File: config.mk
export PLATFORM = sky130hd
export DESIGN_NAME = ldpc_var_cell
export DESIGN_NICKNAME = d
export VERILOG_FILES = /design/src/rtl/ldpc_var_cell.sv
export SDC_FILE = /design/constraint.sdc
export NUM_CORES = 1
export LEC_CHECK = 0
export CORE_UTILIZATION = 60
export CTS_BUF_LIST = sky130_fd_sc_hd__clkbuf_4
export CTS_CLUSTER_DIAMETER = 40
export CTS_CLUSTER_SIZE = 25
export DETAILED_ROUTE_END_ITERATION = 6
export PLACE_DENSITY = 0.87
export SYNTH_ARGS = -nofsm -noshare
export SYNTH_HDL_FRONTEND = slang
export SYNTH_SLANG_ARGS = --single-unit
File: constraint.sdc
create_clock -name clk -period 4.4 [get_ports clk]
set_input_delay 0.88 -clock clk [delete_from_list [all_inputs] [get_ports clk]]
set_output_delay 0.88 -clock clk [all_outputs]
set_load 0.01 [all_outputs]
File: src/rtl/ldpc_var_cell.sv
// ----------------------------------------------------------------------------
// ldpc_var_cell
//
// LDPC variable-node cell: one per code bit. It holds the channel LLR and
// the DEG check-to-variable (c2v) messages from the previous iteration.
// Each iteration it optionally absorbs DEG fresh c2v messages (serially,
// edge order 0..DEG-1), then streams out DEG extrinsic variable-to-check
// (v2c) messages, each equal to the posterior total minus that edge's own
// c2v message. The hard decision is the sign of the posterior total.
//
// Parameters
//   D_WID   LLR / message width, two's complement (default 8)
//   DEG     variable-node degree, 2..16 (default 3)
//
// Ports
//   clk        clock
//   reset_n    asynchronous active-low reset
//   load/din   load channel LLR (IDLE only; wins over start)
//   start/mode begin an iteration (IDLE only); mode 1 = accept c2v first,
//              mode 0 = emit from the stored state only
//   c2v_*      incoming check messages (valid/ready)
//   v2c_*      outgoing extrinsic messages (valid/ready)
//   hard_bit   1 when the posterior total is negative
//   busy       cell is not idle
//   done       one-cycle pulse after the last v2c handshake
//
// Configuration macro
//   LDPC_VAR_SAT_EN  defined: extrinsic outputs clamp symmetrically to
//                    +/-(2^(D_WID-1)-1). Undefined: they wrap to D_WID bits.
// ----------------------------------------------------------------------------
module ldpc_var_cell #(
    parameter int D_WID = 8,
    parameter int DEG   = 3
) (
    input  logic             clk,
    input  logic             reset_n,
    input  logic             load,
    input  logic [D_WID-1:0] din,
    input  logic             start,
    input  logic             mode,
    input  logic             c2v_valid,
    input  logic [D_WID-1:0] c2v_data,
    output logic             c2v_ready,
    output logic             v2c_valid,
    output logic [D_WID-1:0] v2c_data,
    input  logic             v2c_ready,
    output logic             hard_bit,
    output logic             busy,
    output logic             done
);

    // The accumulator holds llr plus DEG messages, i.e. DEG+1 terms, so the
    // extra clog2(DEG+1) bits keep it exact for any input pattern.
    localparam int S_WID   = D_WID + $clog2(DEG + 1);
    localparam int IDX_WID = $clog2(DEG);
    localparam logic [IDX_WID-1:0] LAST_IDX = IDX_WID'(DEG - 1);

    typedef enum logic [1:0] {
        ST_IDLE,
        ST_ACC,
        ST_EMIT
    } state_t;

    state_t             state_q, state_d;
    logic [D_WID-1:0]   llr_q, llr_d;
    logic [D_WID-1:0]   msg_q [DEG];
    logic [D_WID-1:0]   msg_d [DEG];
    logic [S_WID-1:0]   acc_q, acc_d;
    logic [IDX_WID-1:0] idx_q, idx_d;
    logic               hard_q, hard_d;
    logic               done_q, done_d;

    logic [D_WID-1:0]   msg_sel;
    logic [D_WID-1:0]   fit_val;

    // ------------------------------------------------------------------
    // Extrinsic message for the current edge
    // ------------------------------------------------------------------
    always_comb begin
        msg_sel = '0;
        for (int i = 0; i < DEG; i++) begin
            if (idx_q == IDX_WID'(i)) begin
                msg_sel = msg_q[i];
            end
        end
    end

`ifdef LDPC_VAR_SAT_EN
    // Symmetric clamp bounds; the most negative code is deliberately
    // excluded so that downstream negation never overflows.
    localparam logic signed [S_WID:0] SAT_MAX =
        {{(S_WID - D_WID + 2){1'b0}}, {(D_WID - 1){1'b1}}};
    localparam logic signed [S_WID:0] SAT_MIN = -SAT_MAX;

    logic signed [S_WID:0] ext;

    always_comb begin
        // One bit wider than acc so the subtraction itself cannot wrap.
        ext = {acc_q[S_WID-1], acc_q}
            - {{(S_WID + 1 - D_WID){msg_sel[D_WID-1]}}, msg_sel};
        if (ext > SAT_MAX) begin
            fit_val = SAT_MAX[D_WID-1:0];
        end else if (ext < SAT_MIN) begin
            fit_val = SAT_MIN[D_WID-1:0];
        end else begin
            fit_val = ext[D_WID-1:0];
        end
    end
`else
    // Wrap-around: only the low D_WID bits of the difference matter, and
    // those depend only on the low D_WID bits of the operands.
    always_comb begin
        fit_val = acc_q[D_WID-1:0] - msg_sel;
    end
`endif

    // ------------------------------------------------------------------
    // Next-state logic
    // ------------------------------------------------------------------
    always_comb begin
        state_d = state_q;
        llr_d   = llr_q;
        msg_d   = msg_q;
        acc_d   = acc_q;
        idx_d   = idx_q;
        hard_d  = hard_q;
        done_d  = 1'b0;

        case (state_q)
            ST_IDLE: begin
                if (load) begin
                    // A fresh codeword: forget old check messages so a
                    // mode-0 iteration emits the bare channel LLR.
                    llr_d = din;
                    for (int i = 0; i < DEG; i++) begin
                        msg_d[i] = '0;
                    end
                    acc_d  = {{(S_WID - D_WID){din[D_WID-1]}}, din};
                    hard_d = din[D_WID-1];
                end else if (start) begin
                    idx_d = '0;
                    if (mode) begin
                        state_d = ST_ACC;
                        acc_d   = {{(S_WID - D_WID){llr_q[D_WID-1]}}, llr_q};
                    end else begin
                        // Re-emit from the posterior already held in acc.
                        state_d = ST_EMIT;
                    end
                end
            end

            ST_ACC: begin
                if (c2v_valid) begin
                    for (int i = 0; i < DEG; i++) begin
                        if (idx_q == IDX_WID'(i)) begin
                            msg_d[i] = c2v_data;
                        end
                    end
                    acc_d = acc_q + {{(S_WID - D_WID){c2v_data[D_WID-1]}}, c2v_data};
                    if (idx_q == LAST_IDX) begin
                        idx_d   = '0;
                        state_d = ST_EMIT;
                    end else begin
                        idx_d = idx_q + IDX_WID'(1);
                    end
                end
            end

            ST_EMIT: begin
                if (v2c_ready) begin
                    if (idx_q == LAST_IDX) begin
                        idx_d   = '0;
                        state_d = ST_IDLE;
                        done_d  = 1'b1;
                        hard_d  = acc_q[S_WID-1];
                    end else begin
                        idx_d = idx_q + IDX_WID'(1);
                    end
                end
            end

            default: begin
                state_d = ST_IDLE;
            end
        endcase
    end

    // ------------------------------------------------------------------
    // State registers
    // ------------------------------------------------------------------
    always_ff @(posedge clk or negedge reset_n) begin
        if (!reset_n) begin
            state_q <= ST_IDLE;
            llr_q   <= '0;
            acc_q   <= '0;
            idx_q   <= '0;
            hard_q  <= 1'b0;
            done_q  <= 1'b0;
            for (int i = 0; i < DEG; i++) begin
                msg_q[i] <= '0;
            end
        end else begin
            state_q <= state_d;
            llr_q   <= llr_d;
            acc_q   <= acc_d;
            idx_q   <= idx_d;
            hard_q  <= hard_d;
            done_q  <= done_d;
            for (int i = 0; i < DEG; i++) begin
                msg_q[i] <= msg_d[i];
            end
        end
    end

    // ------------------------------------------------------------------
    // Outputs
    // ------------------------------------------------------------------
    assign c2v_ready = (state_q == ST_ACC);
    assign v2c_valid = (state_q == ST_EMIT);
    // Zero outside EMIT so an idle cell presents a clean bus.
    assign v2c_data  = (state_q == ST_EMIT) ? fit_val : '0;
    assign busy      = (state_q != ST_IDLE);
    assign done      = done_q;
    assign hard_bit  = hard_q;

endmodule

# Yosys cells after proc, flatten, opt, wreduce, memory -nomap -nowiden
# Cells that the tools add are included.
# Widths: inputs -> output; s select.
[classes]
addsub = 3
n_eq_ne = 15
muxes = 36
n_reduce_logical = 14
[op_table]
columns = ["operator", "n"]
rows = [
  ["$mux 8", 7],
  ["$mux 24", 2],
  ["$pmux 24 s2", 1],
  ["$mux 10", 4],
  ["$mux 2", 12],
  ["$pmux 10 s2", 1],
  ["$reduce_and 4->1", 5],
  ["$pmux 2 s3", 2],
  ["$add 10x10->10", 1],
  ["$ne 2x1->1 const B", 5],
  ["$ne 2x2->1 const B", 4],
  ["$sub 8x8->8", 1],
  ["$mux 1", 6],
  ["$ne 3x3->1 const B", 2],
  ["$reduce_and 6->1", 1],
  ["$reduce_bool 2->1", 3],
  ["$reduce_and 5->1", 1],
  ["$eq 2x1->1 const B", 2],
  ["$eq 2x2->1 const B", 2],
  ["$logic_not 2->1", 2],
  ["$reduce_bool 3->1", 1],
  ["$add 2x1->2 const B", 1],
  ["$pmux 1 s2", 1],
  ["$reduce_and 2->1", 1],
]
[totals]
reg_bits = 48
input_bits = 23
out_inout_bits = 13
word_cells = 77

# Longest topological paths before layout
[logic_depth]
ltp_word = 6
ltp_mapped = 12
mapped_depth_nobuf = 10

# Least setup slack after synthesis
# Ideal clock, no wire load.
[synth_path]
path_type = "reg2out"
start = "register idx_q[1]"
end = "output v2c_data[6]"
arrival_ns = 2.296
required_ns = 3.520
path_slack_ns = 1.224
stages_incl_launch_ff = 13
path_buffers = 2
path_cell_list = "dfrtp_1 -> buf_2 -> and2b_1 -> buf_2 -> nand2_1 -> o21ai_0 -> ha_1 -> fa_1 -> nor2b_1 -> o21ai_0 -> a21boi_0 -> or3_1 -> nand3_1"
[synth_via]
elab_chain_len = 6
elab_cells_between_ends = 8
cone_classes = "add/sub (1); eq/ne (2); mux (4); reduce/logical (1)"
[synth_lines]
columns = ["item", "line_no", "text"]
rows = [
  ["start, declared", "69", "logic [IDX_WID-1:0] idx_q, idx_d;"],
  ["start signal, assigned", "206", "idx_q <= idx_d;"],
  ["$logic_not 2->1", "82", "if (idx_q == IDX_WID'(i)) begin"],
  ["$mux 8 (2 in series)", "82", ""],
  ["$mux 8 *", "82", ""],
  ["$sub 8x8->8 *", "113", "fit_val = acc_q[D_WID-1:0] - msg_sel;"],
  ["$mux 8 *", "221", "assign v2c_data = (state_q == ST_EMIT) ? fit_val : '0;"],
  ["end, declared", "45", "output logic [D_WID-1:0] v2c_data,"],
]
# Every way passes the cells marked *; elsewhere a longest branch is shown, timed or not.

# Worst setup path after layout
# Same ends and word-level chain as after synthesis.

==> flow_summary_export.csv <==
group,metric,value,unit
sta,period_share,0.942,
worst_setup_path,cpMaxStageDelayCell,"clkdlybuf4s50_1",
placed_design,dpl.hpwl,5270,µm
worst_setup_path,r2r_slack,1990,ps
run_status,status,"completed",
pwr,power,2630,µW
yosys,synth_cells,351,
cells_and_area,design_area,3580,µm²
cells_and_area,nets,427,
floorplan,fp.dieArea,5540,µm²
routing,firstDrtPassIters,4,
cells_and_area,fill_cells,402,
worst_setup_path,crit_top_cell,"o21ai_0",
worst_setup_path,worstSetupEndpointType,"primary output",
yosys,yosysMostFrequentCell,"nand2_1",
pwr,cellPowerDensity,734,nW/µm²
grt,grt_pass1_wl,11500,µm
yosys,postSynthRegisterBits,48,
yosys,synthesis.area,3150,µm²
yosys,synth_top_cell_area_share,0.381,
routing,vias,2610,
sta,period_needed,4150,ps
sta,fmax,241,MHz
routing,wirelength,6870,µm
worst_setup_path,rr_startpoint,"state_q[1]",
yosys,synth_ff_type,"dfrtp_1",
placed_design,portBuffers,35,
floorplan,core,5070,µm²
worst_setup_path,setup.worst_path.class,"flip-flop to primary output",
sta,relSlewSlack,0.282,
cells_and_area,insertedDiodeCount,0,
grt,grt_usage,0.275,
floorplan,io_pins,36,
yosys,synth_warnings,0,
yosys,synth_edf_count,0,
yosys,synth_top_cells_by_area,"dfrtp_1, ha_1, nand2_1",
sta,final-max-slew-violation-count,0,
worst_setup_path,timing.rr.end,"acc_q[7]",
hold_path,min_to,"msg_q[22]",
pwr,ir_drop,0.349,mV
sta,hold_violations,0,
cells_and_area,finalNonFillerCells,452,
floorplan,initial_core_util,0.621,
grt,globalRoute.totalOverflow,0,
floorplan,rows,26,
sta,worstMarginPinSlew,1080,ps
placed_design,placed_cell_area,3520,µm²
floorplan,die_h,74.5,µm
worst_setup_path,required,3520,ps
clock_tree,cts.sinks,48,
sta,rsz0062_at_grt,"false",
clock_tree,cts_tree,"built",
hold_path,holdPathStages,2,
cells_and_area,area_delta_synth_final,13.7,%
worst_setup_path,critical_path_buf_inv_count,1,
worst_setup_path,worstPathArrival,3270,ps
routing,drcViolationCount,0,
grt,grt_pass1_vias,2482,
yosys,syn_nets,397,
grt,grt_max_degree,49,
placed_design,gp_congestion,0.902,
sta,setup_tns,0,ps
hold_path,hp-class,"flip-flop to flip-flop",
worst_setup_path,max_stage_delay,530,ps
routing,vias_per_cell,5.77,
sta,skew,5.07,ps
hold_path,worstHoldStart,"msg_q[22]",
pwr,p_leak,0.00162,µW
sta,finalSetupViolations,0,
routing,drtIter0Drc,187,
clock_tree,clk_pin_slew_worst_paths,140,ps
clock_tree,clk_latency,360,ps
grt,antenna_found_initial,0,
clock_tree,htreeDepth,2,
worst_setup_path,crit_path_start_kind,"flip-flop",
yosys,synthArstFlopShare,1.00,
yosys,yosys.area.top_type,"dfrtp_1",
yosys,yosys-top-cells-count,"nand2_1, dfrtp_1, o21ai_0",
worst_setup_path,critical_path.cell_chain,"and2b_2, nand2_1, o21ai_0, ha_1, fa_1, nor2b_1, o21ai_0, a21boi_1, o2111ai_1, nand3_1, clkdlybuf4s50_1",
yosys,ys_seq_area_frac,0.381,
clock_tree,cts.path.max_buffers,2,
routing,ant_nets,0,
worst_setup_path,cp_top_family,"simple AND/OR/NAND/NOR gates",
worst_setup_path,cp_max_fo,12,
yosys,avgSynthCellArea,8.98,µm²
yosys,yosys.cell_types.count,51,
clock_tree,numCtsBuffers,5,
worst_setup_path,worstRegToRegCells,8,
clock_tree,cts_root_buf,"clkbuf_4",
routing,post_drt_wl_per_cell,15.2,µm
floorplan,die_width,74.5,µm
flow_run,max-cap-violations,0,
cells_and_area,drive_above_1_share,0.0733,
placed_design,dp_cells,444,
## through the flow
stage / setup WS (ps) / utilization / hold slack [ps]
5_1_grt: 7.81 / 0.706 / 521
2_1_floorplan: 1220 / - / 449
3_5_place_dp: 519 / 0.694 / 469
6_report: 253 / 0.706 / 498
4_1_cts: 95.6 / 0.705 / 500
3_3_place_gp: 629 / 0.694 / 463
## registers in the layout, summed over array words and instances, names as in the netlist
name	flops
acc_q	10
done	1
hard_bit	1
idx_q	2
llr_q	8
msg_q	24
state_q	2
## kinds of logic (layout without fill, tap and decap cells)
family,count (synthesis),in the layout,synth area share
AND/OR/NAND/NOR,122,122,0.178
XOR/XNOR,5,5,0.0139
multiplexers,28,28,0.0925
adder cells (fa/ha/maj),23,23,0.0961
buffers and inverters,29,60,0.0417
flip-flops,48,48,0.381
AO/OA/AOI/OAI,96,96,0.197
## placed cells by master (no fill, tap or decap), drive strengths merged, types with 3 or more instances in the layout
master / netlist / final
ha: 21 / 21
inv: 15 / 15
nor2: 22 / 22
nor2b: 9 / 9
mux2i: 19 / 19
mux2: 9 / 9
nand3: 7 / 7
o22ai: 3 / 3
and2: 3 / 3
or3: 3 / 3
clkbuf: 2 / 6
nor3: 8 / 8
buf: 11 / 3
dfrtp: 48 / 48
a21o: 8 / 8
a21oi: 12 / 12
a31oi: 6 / 6
xor2: 4 / 4
o21ai: 42 / 42
and3: 3 / 3
a211oi: 5 / 5
clkdlybuf4s50: 0 / 34
nand2: 58 / 58
## layer usage
metal | wire, µm | global-route usage | vias to the layer above
met2 | 3430 | 0.464 | 50
met3 | 257 | 0.0379 | 10
li1 | - | - | 1296
met4 | 95 | 0.0797 | 0
met5 | 0 | 0 | -
met1 | 3090 | 0.369 | 1254
## how the worst max path moves through the flow
| stage | startpoint | to | cells after the start |
|---|---|---|---|
| 2_1_floorplan | idx_q[1] | v2c_data[6] | 12 |
| 3_3_place_gp | idx_q[1] | v2c_data[6] | 11 |
| 3_5_place_dp | idx_q[1] | v2c_data[6] | 11 |
| 4_1_cts | idx_q[1] | v2c_data[6] | 11 |
| 5_1_grt | idx_q[1] | v2c_data[6] | 11 |
| 6_report | idx_q[1] | v2c_data[6] | 11 |
## worst register-to-register path: stages, from the launching register on
cell,delay (ps)
dfrtp_1,440
inv_1,110
ha_1,170
buf_4,330
nor2b_1,380
a211o_1,440
nor2_1,120
and3_1,180
nor3_1,170
## final cells by class
class / count / area, µm² / share of cell area
multi-input combinational: 274 / 1820 / 0.508
sequential: 48 / 1200 / 0.335
timing repair buffer: 37 / 360 / 0.101
tap: 70 / 87.6 / 0.0245
inverter: 15 / 56.3 / 0.0157
clock buffer: 6 / 45.0 / 0.0126
clock inverter: 2 / 11.3 / 0.00314
## power breakdown
part	switching [µW]	leakage, µW	internal [µW]
clock	145	0.0000293	67.3
sequential	130	0.000622	635
combinational	927	0.000972	723
## what timing repair did
action | CTS | global route
buffers inserted | 0 | 0
setup endpoints to repair | 0 | 1
hold endpoints to repair | 0 | 0
hold buffers | 0 | 0
gates resized for setup | 0 | 2
Note: power is estimated with default switching activity, not from simulation.
